### config.mk
export PLATFORM = sky130hd
export DESIGN_NAME = aes_key_schedule
export DESIGN_NICKNAME = d
export VERILOG_FILES = /design/src/rtl/aes_pkg.sv /design/src/rtl/aes_sbox.sv /design/src/rtl/aes_sub_word.sv /design/src/rtl/aes_key_schedule.sv
export SDC_FILE = /design/constraint.sdc
export NUM_CORES = 2
export LEC_CHECK = 0
export BUFFER_PORTS_ARGS = -buffer_cell sky130_fd_sc_hd__buf_2
export CORE_ASPECT_RATIO = 2
export CORE_MARGIN = 2
export CORE_UTILIZATION = 29
export DETAILED_ROUTE_END_ITERATION = 16
export PLACE_DENSITY_LB_ADDON = 0.05
export SETUP_SLACK_MARGIN = 0.5
export SLEW_MARGIN = 10
export SYNTH_ARGS = -nofsm -noshare
export SYNTH_HDL_FRONTEND = slang
export SYNTH_SLANG_ARGS = --single-unit
### constraint.sdc
create_clock -name clk -period 20.7 [get_ports clk]
set_input_delay 1.035 -clock clk [delete_from_list [all_inputs] [get_ports clk]]
set_output_delay 1.035 -clock clk [all_outputs]
set_load 0.01 [all_outputs]
### src/rtl/aes_pkg.sv
// Shared AES definitions: sizes, word type, GF(2^8) helpers and the key-schedule FSM states.
// Everything here is combinational or type-only; it adds no latency and has no backpressure.
package aes_pkg;

  localparam int AES_NK         = 4;
  localparam int AES_MAX_ROUNDS = 10;

  typedef logic [31:0] aes_word_t;

  typedef enum logic {
    KS_IDLE = 1'b0,
    KS_RUN  = 1'b1
  } ks_state_e;

  // Multiply by x modulo x^8+x^4+x^3+x+1; also used by MixColumns.
  function automatic logic [7:0] xtime(input logic [7:0] b);
    return {b[6:0], 1'b0} ^ (b[7] ? 8'h1b : 8'h00);
  endfunction

  function automatic logic [7:0] gf_mul(input logic [7:0] a, input logic [7:0] b);
    logic [7:0] p;
    logic [7:0] x;
    p = 8'h00;
    x = a;
    for (int i = 0; i < 8; i++) begin
      if (b[i]) p = p ^ x;
      x = xtime(x);
    end
    return p;
  endfunction

endpackage

### src/rtl/aes_sbox.sv
// AES forward S-box: multiplicative inverse in GF(2^8) followed by the affine transform.
// Purely combinational, zero latency, no backpressure.
module aes_sbox
  import aes_pkg::*;
(
  input  logic [7:0] a,
  output logic [7:0] s
);

  logic [7:0] inv;
  logic [7:0] pw;

  // a^254 == a^-1 for nonzero a, and maps 0 to 0 as the S-box requires.
  always_comb begin
    pw  = a;
    inv = 8'h01;
    for (int i = 1; i < 8; i++) begin
      pw  = gf_mul(pw, pw);
      inv = gf_mul(inv, pw);
    end
  end

  assign s = inv ^ {inv[6:0], inv[7]} ^ {inv[5:0], inv[7:6]}
                 ^ {inv[4:0], inv[7:5]} ^ {inv[3:0], inv[7:4]} ^ 8'h63;

endmodule

### src/rtl/aes_sub_word.sv
// SubWord: S-box applied independently to each byte of a 32-bit word.
// Combinational, zero latency, no backpressure.
module aes_sub_word
  import aes_pkg::*;
(
  input  aes_word_t w,
  output aes_word_t s
);

  for (genvar i = 0; i < AES_NK; i++) begin : g_byte
    aes_sbox u_sbox (
      .a (w[8*i +: 8]),
      .s (s[8*i +: 8])
    );
  end

endmodule

### src/rtl/aes_key_schedule.sv
// Iterative AES-128 key expansion: key 0 one cycle after start, then one key per accepted cycle.
// key_ready low freezes every register, so round_key/round_idx hold until accepted.
module aes_key_schedule
  import aes_pkg::*;
#(
  parameter int NUM_ROUNDS = 10
) (
  input  logic         clk,
  input  logic         rst_n,
  input  logic         start,
  input  logic [127:0] key_in,
  input  logic         key_ready,
  output logic         key_valid,
  output logic [127:0] round_key,
  output logic [3:0]   round_idx,
  output logic         busy,
  output logic         done
);

  if (NUM_ROUNDS < 1 || NUM_ROUNDS > AES_MAX_ROUNDS) begin : g_bad_rounds
    $error("aes_key_schedule: NUM_ROUNDS must be in 1..10");
  end

  localparam logic [3:0] LAST_IDX = 4'(NUM_ROUNDS);

  ks_state_e  state;
  logic [7:0] rcon;

  aes_word_t w0, w1, w2, w3;
  aes_word_t rot, sub, temp;
  aes_word_t n0, n1, n2, n3;

  assign {w0, w1, w2, w3} = round_key;
  assign rot = {w3[23:0], w3[31:24]};

  aes_sub_word u_sub_word (
    .w (rot),
    .s (sub)
  );

  assign temp = sub ^ {rcon, 24'h0};
  assign n0   = w0 ^ temp;
  assign n1   = w1 ^ n0;
  assign n2   = w2 ^ n1;
  assign n3   = w3 ^ n2;

  always_ff @(posedge clk or negedge rst_n) begin
    if (!rst_n) begin
      state     <= KS_IDLE;
      rcon      <= 8'h01;
      key_valid <= 1'b0;
      round_key <= '0;
      round_idx <= '0;
      busy      <= 1'b0;
      done      <= 1'b0;
    end else begin
      done <= 1'b0;
      case (state)
        KS_IDLE: begin
          if (start) begin
            state     <= KS_RUN;
            round_key <= key_in;
            round_idx <= '0;
            rcon      <= 8'h01;
            key_valid <= 1'b1;
            busy      <= 1'b1;
          end
        end
        KS_RUN: begin
          // start is deliberately ignored here, including on the final acceptance.
          if (key_valid && key_ready) begin
            if (round_idx == LAST_IDX) begin
              state     <= KS_IDLE;
              key_valid <= 1'b0;
              busy      <= 1'b0;
              done      <= 1'b1;
            end else begin
              round_key <= {n0, n1, n2, n3};
              round_idx <= round_idx + 4'd1;
              rcon      <= xtime(rcon);
            end
          end
        end
        default: state <= KS_IDLE;
      endcase
    end
  end

endmodule

==> out/metrics.cfg <==
[yosys]
synthTopCellsByArea=xnor2_1 (23%), xnor3_1 (10%), nor2_1 (7.1%)
netlist.area_leader.share=0.2328
syn-instance-count=8723
synth_area_leader_cell=xnor2_1
syn_avg_cell_area_um2=7.365
synth-seq-area-share=0.05572
synth_seq_cells=143
syn_area_um2=64250
synth-edff-count=0
ys_types=113
yosys_warnings=0
async_flop_share=1.000
synth_flop_cell=dfrtp_1
syn-num-nets=8876

[global_route]
grt_first_pass_wirelength_um=428900
antenna_found_initial=35
grt_pass1_vias=62260
gr-total-overflow=0
grt_util_all_layers=0.2521
grt_max_degree=87

[final_layout]
final_net_count=8956
area_growth_pct=10.64
layout.area.seq_um2=3583
drive_above_1_share=0.1190
multiInputGateArea_um2=58370
utilization=0.3225
fillCellCount=23980

[floorplanning]
row_count=244
die_h_um=669.6
dieArea_um2=225500
fp.coreArea_um2=220400
start_util=0.2915
ioPinCount=267
fp.dieW_um=336.8

[timing]
post-route-min-period_ns=18.80
report.final.hold_viol_count=0
finalSetupTns_ns=0
slew_headroom=0.2368
fmax_mhz=53.19
fin_crit_sh=0.9083
setup_ws_ns=1.899
clock-skew-final_ns=0.02672
rsz0062_at_grt=no
slew_viol_final=0
tightest_slew_ns=1.137
setup_violations=0

[hold_path]
hold_path.class=flip-flop to flip-flop

[detailed_routing]
via_count=62800
routed_wirelength_um=293200
dr.pass1.iters=6
postRouteAntennaNets=0
viasPerCell=5.329
drt_iter0_markers=3794
drc=0
post_drt_wl_per_cell_um=24.88

[setup_path]
max_stage_delay_ns=0.81
cp_common_cell=xnor2_1
path_class=flip-flop to flip-flop
crit_path_end_kind=flip-flop
slowest_stage=dfrtp_1
path_max_fanout=19
cp_top_family=XOR/XNOR gates
cp.required_ns=21.13
critPathArrivalTime_ns=19.23
cp_num_buf_inv=2
start_kind=flip-flop

[clock_tree]
cts_tree=built
cts_hold_buf=0
cts_max_level=4
post_cts_buffers=0
numCtsBuffers=17
clkSinkCount=143
cts_root_buf=clkbuf_16
max-clock-path-buffers=2
path_clk_slew_ns=0.08
clk-insertion-delay-late_ns=0.53
ctsResizeCount=0

[flow_run]
max_cap_violations=0

[place]
place_congestion=0.8896
dp_hpwl_um=235000
pre_cts_ws_ns=1.403
portBuffers=266

[status]
status=finished clean

through the flow:
step                instance area [µm²]  hold slack [ns]  std cells
global route                      71070           0.5691      11780
CTS                               71030           0.5366      11770
floorplan                         64250           0.4815       8723
finish                            71080           0.5378      11780
global placement                  70440           0.5025      11740
detailed placement                70450           0.5186      11740
sequential cells by signal, indices dropped and copies added, names as in the netlist:
name       count
busy           1
done           1
rcon           8
round_idx      4
round_key    128
state          1
cells by family after synthesis:
logic type	after synthesis	synth area share
multiplexers	293	0.04721
adder cells (fa/ha/maj)	21	0.004090
AND/OR/NAND/NOR	2947	0.2000
flip-flops	143	0.05572
AO/OA/AOI/OAI	1909	0.1878
XOR/XNOR	2688	0.4595
buffers and inverters	722	0.04565
worst paths after layout:
path,from,end,slack [ns],cells past startpoint
max,round_key[31]$_DFFE_PN0P_,round_key[4]$_DFFE_PN0P_,1.90,52
min,round_key[116]$_DFFE_PN0P_,round_key[116]$_DFFE_PN0P_,0.54,2
max reg2reg,round_key[31]$_DFFE_PN0P_,round_key[4]$_DFFE_PN0P_,1.90,52
min reg2reg,round_key[116]$_DFFE_PN0P_,round_key[116]$_DFFE_PN0P_,0.54,2
max in group asynchronous,rst_n,state$_DFF_PN0_,18.54,2
min in group asynchronous,rst_n,round_key[126]$_DFFE_PN0P_,0.61,1
routing by layer:
metal  share of wire  vias to the layer above  global-route usage  wire, µm
met5         0.00057                        -                   0       167
met4           0.049                       24              0.1134     14340
met3           0.037                      482             0.02891     10950
li1                -                    30320                   -         -
met2            0.56                     1591              0.5047    163600
met1            0.35                    30380              0.2536    104100
final cells by class:
| cell class | instances | share of cell area |
|---|---|---|
| flip-flops and latches | 143 | 0.05041 |
| inverters | 108 | 0.005703 |
| repair buffers | 675 | 0.06205 |
| diodes | 16 | 0.0005633 |
| well taps | 2952 | 0.05196 |
| clock inverters | 14 | 0.002007 |
| multi-input cells | 7858 | 0.8211 |
| clock buffers | 18 | 0.006178 |
layout by cell type (no fill, tap or decap), types with 23 or more instances in the layout:
cell type	count
a211oi_1	100
a21o_1	28
a21oi_1	522
a221oi_1	26
a22oi_1	53
a311oi_1	29
a31oi_1	89
a32oi_1	23
and2_1	40
and3_1	42
buf_2	265
buf_4	409
dfrtp_1	141
inv_1	85
mux2_2	47
mux2i_1	237
nand2_1	835
nand2b_1	64
nand3_1	227
nand4_1	30
nor2_1	1213
nor2b_1	61
nor3_1	251
nor4_1	33
o211ai_1	61
o21a_1	30
o21ai_0	447
o21ai_1	36
o221ai_1	28
o22ai_1	161
o31ai_1	36
o32ai_1	25
or3_1	40
xnor2_1	1656
xnor2_2	130
xnor3_1	297
xor2_1	487
xor2_2	47
xor3_1	40
cell usage after synthesis (43+ instances only):
master,n
o21ai_0,447
a22oi_1,53
xnor3_1,297
o211ai_1,61
and3_1,43
nand2_1,837
xnor2_1,1708
nor3_1,251
dfrtp_1,142
a31oi_1,89
buf_1,56
buf_2,115
a21oi_1,522
nand2b_1,64
o22ai_1,161
mux2i_1,237
nand3_1,227
xnor2_2,79
mux2_2,47
inv_1,86
nor2_1,1219
xor2_1,507
clkbuf_1,423
a211oi_1,100
nor2b_1,62
tightest hold or removal path, stage by stage, from the launching register on:
cell and delay [ns]:
dfrtp_1 0.38, nand2_1 0.06, o21ai_1 0.06
Power is left out: the tool's default activity adds up to more than one toggle a clock period on the data nets, which glitch-free logic cannot reach.
